File: config.mk
export PLATFORM = sky130hd
export DESIGN_NAME = src_control_sequencer
export DESIGN_NICKNAME = d
export VERILOG_FILES = /design/src/rtl/src_ctrl_pkg.sv /design/src/rtl/src_control_sequencer_reg_select.sv /design/src/rtl/src_control_sequencer.sv
export SDC_FILE = /design/constraint.sdc
export NUM_CORES = 1
export LEC_CHECK = 0
export ABC_AREA = 1
export BUFFER_PORTS_ARGS = -buffer_cell sky130_fd_sc_hd__clkbuf_2
export CORE_UTILIZATION = 30
export CTS_CLUSTER_SIZE = 28
export DETAILED_ROUTE_END_ITERATION = 7
export GPL_ROUTABILITY_DRIVEN = 0
export HOLD_SLACK_MARGIN = 0.08
export PLACE_DENSITY = 0.58
export SLEW_MARGIN = 20
export SYNTH_ARGS = -nofsm -noshare
export SYNTH_HDL_FRONTEND = slang
export SYNTH_SLANG_ARGS = --single-unit
File: constraint.sdc
create_clock -name clock -period 1.99 [get_ports clock]
set_clock_uncertainty 0.1 [all_clocks]
set_input_delay 0.0995 -clock clock [delete_from_list [all_inputs] [get_ports clock]]
set_output_delay 0.0995 -clock clock [all_outputs]
set_load 0.05 [all_outputs]
File: src/rtl/src_ctrl_pkg.sv
// src_ctrl_pkg: opcodes, FSM states, IR field layout and opcode classification for the Mini-SRC control unit
package src_ctrl_pkg;
    localparam logic [4:0] OP_ADD  = 5'd3,  OP_SUB  = 5'd4,  OP_AND  = 5'd5,  OP_OR   = 5'd6,
                           OP_SHR  = 5'd7,  OP_SHRA = 5'd8,  OP_SHL  = 5'd9,  OP_ROR  = 5'd10,
                           OP_ROL  = 5'd11, OP_ADDI = 5'd12, OP_ANDI = 5'd13, OP_ORI  = 5'd14,
                           OP_MUL  = 5'd15, OP_DIV  = 5'd16, OP_NEG  = 5'd17, OP_NOT  = 5'd18,
                           OP_NOP  = 5'd26, OP_HALT = 5'd27;
    localparam int OP_MSB = 31, OP_LSB = 27, RA_LSB = 23, RB_LSB = 19, RC_LSB = 15;
    typedef enum logic [2:0] {T0, T1, T2, T3, T4, T5, T6, HALT} state_t;
    typedef enum logic [2:0] {C_REG, C_IMM, C_MD, C_UN, C_NOP, C_HALT, C_ILL} op_class_t;
    function automatic op_class_t op_class(input logic [4:0] op);
        case (op)
            OP_ADD, OP_SUB, OP_AND, OP_OR, OP_SHR, OP_SHRA, OP_SHL, OP_ROR, OP_ROL: return C_REG;
            OP_ADDI, OP_ANDI, OP_ORI: return C_IMM;
            OP_MUL, OP_DIV: return C_MD;
            OP_NEG, OP_NOT: return C_UN;
            OP_NOP: return C_NOP;
            OP_HALT: return C_HALT;
            default: return C_ILL;
        endcase
    endfunction
endpackage

File: src/rtl/src_control_sequencer_reg_select.sv
// reg_select: 4-to-16 one-hot register enable decoder
module reg_select (
    input  logic        en,
    input  logic [3:0]  sel,
    output logic [15:0] onehot
);
    assign onehot = en ? 16'(1) << sel : '0;
endmodule

File: src/rtl/src_control_sequencer.sv
// src_control_sequencer: hardwired Mini-SRC control unit stepping fetch/execute micro-steps T0..T6
module src_control_sequencer
    import src_ctrl_pkg::*;
#(
    parameter int READ_TIMEOUT = 255
) (
    input  logic        clock,
    input  logic        clear,
    input  logic [31:0] ir,
    input  logic        mem_ready,
    output logic        PCout,
    output logic        PCin,
    output logic        IncPC,
    output logic        MARin,
    output logic        Read,
    output logic        MDRin,
    output logic        MDRout,
    output logic        IRin,
    output logic        Yin,
    output logic        Cout,
    output logic        Zlowin,
    output logic        Zhighin,
    output logic        Zlowout,
    output logic        Zhighout,
    output logic        HIin,
    output logic        LOin,
    output logic [4:0]  opcode,
    output logic [15:0] r_in,
    output logic [15:0] r_out,
    output logic        run,
    output logic        illegal,
    output logic        mem_err
);
    localparam int CW = $clog2(READ_TIMEOUT + 1);
    state_t        state;
    op_class_t     cls;
    logic [CW-1:0] wait_cnt;
    logic [4:0]    op;
    logic [3:0]    ra, rb, rc, rin_sel, rout_sel;
    logic          rin_en, rout_en;
    logic          unused_ir;
    assign op        = ir[OP_MSB:OP_LSB];
    assign ra        = ir[RA_LSB+:4];
    assign rb        = ir[RB_LSB+:4];
    assign rc        = ir[RC_LSB+:4];
    assign unused_ir = ^ir[RC_LSB-1:0];
    assign cls       = op_class(op);
    assign run       = state != HALT;
    always_ff @(posedge clock) begin
        if (!clear) begin
            state    <= T0;
            wait_cnt <= '0;
            mem_err  <= 1'b0;
        end else begin
            case (state)
                T0: begin
                    state    <= T1;
                    wait_cnt <= '0;
                end
                T1: begin
                    if (mem_ready) state <= T2;
                    else if (wait_cnt == CW'(READ_TIMEOUT - 1)) begin
                        state   <= HALT;
                        mem_err <= 1'b1;
                    end else wait_cnt <= wait_cnt + 1'b1;
                end
                T2: state <= T3;
                T3: state <= (cls == C_HALT) ? HALT : (cls inside {C_NOP, C_ILL}) ? T0 : T4;
                T4: state <= (cls == C_UN) ? T0 : T5;
                T5: state <= (cls == C_MD) ? T6 : T0;
                T6: state <= T0;
                HALT: state <= HALT;
            endcase
        end
    end
    // MDRin is the only strobe that looks at an input; everything else follows state and ir
    always_comb begin
        {PCout, PCin, IncPC, MARin, Read, MDRin, MDRout, IRin, Yin, Cout,
         Zlowin, Zhighin, Zlowout, Zhighout, HIin, LOin} = '0;
        opcode   = '0;
        illegal  = 1'b0;
        rin_en   = 1'b0;
        rout_en  = 1'b0;
        rin_sel  = ra;
        rout_sel = rb;
        case (state)
            T0: {PCout, MARin, IncPC, Zlowin, Zhighin} = '1;
            T1: begin
                {Zlowout, PCin, Read} = '1;
                MDRin = mem_ready;
            end
            T2: {MDRout, IRin} = '1;
            T3: case (cls)
                C_REG, C_IMM: {rout_en, Yin} = '1;
                C_MD: begin
                    {rout_en, Yin} = '1;
                    rout_sel = ra;
                end
                C_UN: begin
                    {rout_en, Zlowin, Zhighin} = '1;
                    opcode = op;
                end
                C_ILL: illegal = 1'b1;
                default: ;
            endcase
            T4: case (cls)
                C_REG: begin
                    {rout_en, Zlowin, Zhighin} = '1;
                    rout_sel = rc;
                    opcode = op;
                end
                C_IMM: begin
                    {Cout, Zlowin, Zhighin} = '1;
                    opcode = op;
                end
                C_MD: begin
                    {rout_en, Zlowin, Zhighin} = '1;
                    opcode = op;
                end
                C_UN: {Zlowout, rin_en} = '1;
                default: ;
            endcase
            T5: {Zlowout, LOin, rin_en} = (cls == C_MD) ? 3'b110 : (cls inside {C_REG, C_IMM}) ? 3'b101 : 3'b000;
            T6: {Zhighout, HIin} = {2{cls == C_MD}};
            default: ;
        endcase
    end
    reg_select u_rin  (.en(rin_en),  .sel(rin_sel),  .onehot(r_in));
    reg_select u_rout (.en(rout_en), .sel(rout_sel), .onehot(r_out));
endmodule
==> impl_metrics.py <==
metrics = {
    "run_status": {
        "status": "finished, violations left",
        "failed_checks": "setup timing",
    },
    "power": {
        "vdd_drop_max_mv": 0.744,
        "power_uw": 974,
        "p_per_area_mw_per_mm2": 343,
        "p_leak_nw": 1.21,
    },
    "logic_synthesis": {
        "yosysMostFrequentCell": "nor2_1",
        "yosys_most_used_dff": "dfxtp_1",
        "yosys.cell_types.count": 27,
        "syn_area_mm2": 0.00136,
        "yosys-top-cells-count": "59 x nor2_1, 38 x inv_1, 36 x nand2_1",
        "syn_inst": 243,
        "syn_area_per_cell_um2": 5.59,
        "synth_top_cells_by_area": "dfxtp_1 18%, nor2_1 16%, inv_1 10%, nand3_1 10%, nand2_1 9.9%",
        "synth_top_cell_by_area": "dfxtp_1",
        "netlist.area_leader.share_pct": 17.7,
        "synth_nets": 282,
        "async_reset_ff_share_pct": 0,
        "yosys_warnings": 0,
        "seq_area_frac_synth_pct": 17.7,
        "ys_seq_elements": 12,
        "synth_edf_count": 0,
    },
    "floorplanning": {
        "core-area_mm2": 0.00435,
        "die-height_um": 69.3,
        "fp.dieArea_mm2": 0.00480,
        "row_count": 24,
        "ioPinCount": 91,
        "start_util_pct": 31.2,
        "die_w_um": 69.3,
    },
    "timing": {
        "drv_slew": 0,
        "fmaxAchievable_mhz": 468,
        "tightestPinTransition_ns": 0.345,
        "rsz0062_at_grt": "true",
        "layout_setup_ws_ns": -0.146,
        "period_share_pct": 107,
        "timing.hold.ws_ns": 0.0887,
        "setup_viol": 32,
        "hold_violations": 0,
        "slew_headroom_pct": 76.9,
        "period_needed_ns": 2.14,
    },
    "setup_path": {
        "cp_slowest_cell": "dfxtp_2",
        "max_stage_delay_ns": 0.38,
        "required_ns": 1.79,
        "cp-start-kind": "register",
        "arrival_ns": 1.94,
        "crit_chain": "nand2_2 > nor2_4 > nand3_2 > nand2_2 > nand2_4 > a21oi_4 > nand3_2 > nor2_2 > clkbuf_8",
        "cp_max_fo": 5,
        "worstSetupPathType": "reg2out",
        "crit_family": "simple AND/OR/NAND/NOR gates",
        "path_buf_inv": 1,
        "cp-end-kind": "output port",
    },
    "placed_design": {
        "placedCellCount": 387,
        "dp_hpwl_um": 3380,
        "port_buffers": 75,
    },
    "hold_path": {
        "hold_path_class": "in2reg",
    },
    "routing": {
        "post_drt_via_cell_ratio": 4.96,
        "firstDrtPassIters": 4,
        "routedWlPerCell_um": 12.7,
        "drcViolationCount": 0,
        "drtIter0Drc": 61,
        "num_vias": 1990,
        "antenna_left": 0,
        "wl_um": 5090,
    },
    "cts": {
        "cts_tree": "yes",
        "numCtsBuffers": 3,
        "htree_levels": 1,
        "cts.sink_count": 12,
        "cts_buffer_depth": 2,
        "cts-root-buf": "clkbuf_8",
        "cts.clk_slew.worst_paths_ns": 0.05,
        "worstSkewPairLatency_ns": 0.24,
    },
    "layout": {
        "final_nets": 389,
        "n_antenna_cell": 0,
        "drive_gt1_share_pct": 60.2,
        "finalNonFillerCells": 401,
        "nFillCells": 354,
        "syn_to_final_growth_pct": 109,
    },
    "global_routing": {
        "grt_start_max_net_pins": 9,
        "grt_pass1_vias": 1806,
        "antenna_found_initial": 0,
        "grtUsageTotal_pct": 19.6,
        "grt_overflow_total": 0,
        "grt_pass1_wl_um": 7780,
    },
    "run": {
        "max_cap_violations": 0,
    },
}
==> power breakdown <==
part | leakage (nW) | total, mW | internal (mW) | switching, mW
clock | 0.0288 | 0.266 | 0.175 | 0.0913
sequential | 0.0987 | 0.256 | 0.247 | 0.00838
combinational | 1.08 | 0.452 | 0.156 | 0.296
==> cells in the final DEF (no fill, tap or decap), types with 3 or more instances in the layout <==
cell type	count
inv_1	32
clkbuf_2	31
buf_4	28
buf_6	25
nor2_2	24
nand2_1	20
nand3_1	19
nor2_4	19
nor2_1	18
buf_8	15
nand2_2	14
nor3_1	10
nand3_2	9
clkbuf_8	9
dfxtp_1	9
inv_2	8
nand2_4	8
nand4_1	7
a21oi_1	7
o21ai_0	6
a21oi_4	3
==> cell families (layout without fill, tap and decap cells) <==
family / Yosys count / count (layout) / share of synthesized area, %
xor+xnor: 1 / 1 / 0.645
buf+inv: 47 / 153 / 14.6
simple gates: 153 / 153 / 51.9
fa+ha+maj: 4 / 4 / 3.68
flops: 12 / 12 / 17.7
compound gates: 26 / 26 / 11.4
==> timing repair <==
action,4_1_cts,5_1_grt
setup endpoints to repair,40,46
hold buffers,1,0
pin swaps,34,14
setup buffers,6,3
resized for setup,98,155
endpoints found under the hold margin,4,0
==> per-stage QoR <==
step           cell area [um^2]  utilization [%]  setup slack [ns]  setup TNS [ns]
2_1_floorplan              1390                -            -0.204           -3.85
3_3_place_gp               1950             44.9            -0.238           -4.12
3_5_place_dp               1950             44.9            -0.224           -4.30
4_1_cts                    2440             56.0           -0.0782           -1.01
5_1_grt                    2840             65.1            -0.254           -5.75
6_report                   2840             65.1            -0.146           -2.41
==> state kept, by name, summed over array words and instances, names as in the netlist <==
signal and count:
wait_cnt 8, state 3, mem_err 1
==> per-layer routing <==
layer,GRT usage [%],part of all wire [%]
met1,22.1,39
met2,37.0,54
met3,2.62,5.0
met4,7.03,2.1
met5,0,0
==> path summary, 6_finish.rpt <==
| path | startpoint | endpoint | slack (ns) | cells past startpoint |
|---|---|---|---|---|
| setup / recovery | state[0]$_SDFFE_PN0P_ | r_out[9] | -0.15 | 9 |
| hold / removal | mem_ready | mem_err$_SDFFE_PN0P_ | 0.09 | 4 |
| setup reg to reg | state[2]$_SDFFE_PN0P_ | wait_cnt[4]$_SDFFE_PN0P_ | 0.14 | 12 |
| hold reg to reg | mem_err$_SDFFE_PN0P_ | mem_err$_SDFFE_PN0P_ | 0.37 | 2 |
==> final cells by class <==
| cell class | instances | area, um^2 | share of cell area (%) |
|---|---|---|---|
| clock buffer | 4 | 55.1 | 1.94 |
| inverter | 41 | 156 | 5.52 |
| multi-input combinational | 184 | 1320 | 46.7 |
| sequential | 12 | 246 | 8.69 |
| tap | 52 | 65.1 | 2.29 |
| timing repair buffer | 108 | 988 | 34.9 |
==> worst reg2reg max path, cell delays in order (launching register included) <==
cell     delay, ns
dfxtp_2       0.33
buf_4         0.14
buf_4         0.13
nor2_1        0.15
inv_1         0.13
nor2_4        0.17
inv_1         0.11
nand2_4       0.12
nand3_1       0.10
nor2_1        0.13
nand2_1       0.06
nand2_1       0.05
nor2_1        0.04
(Power assumes the default switching activity.)
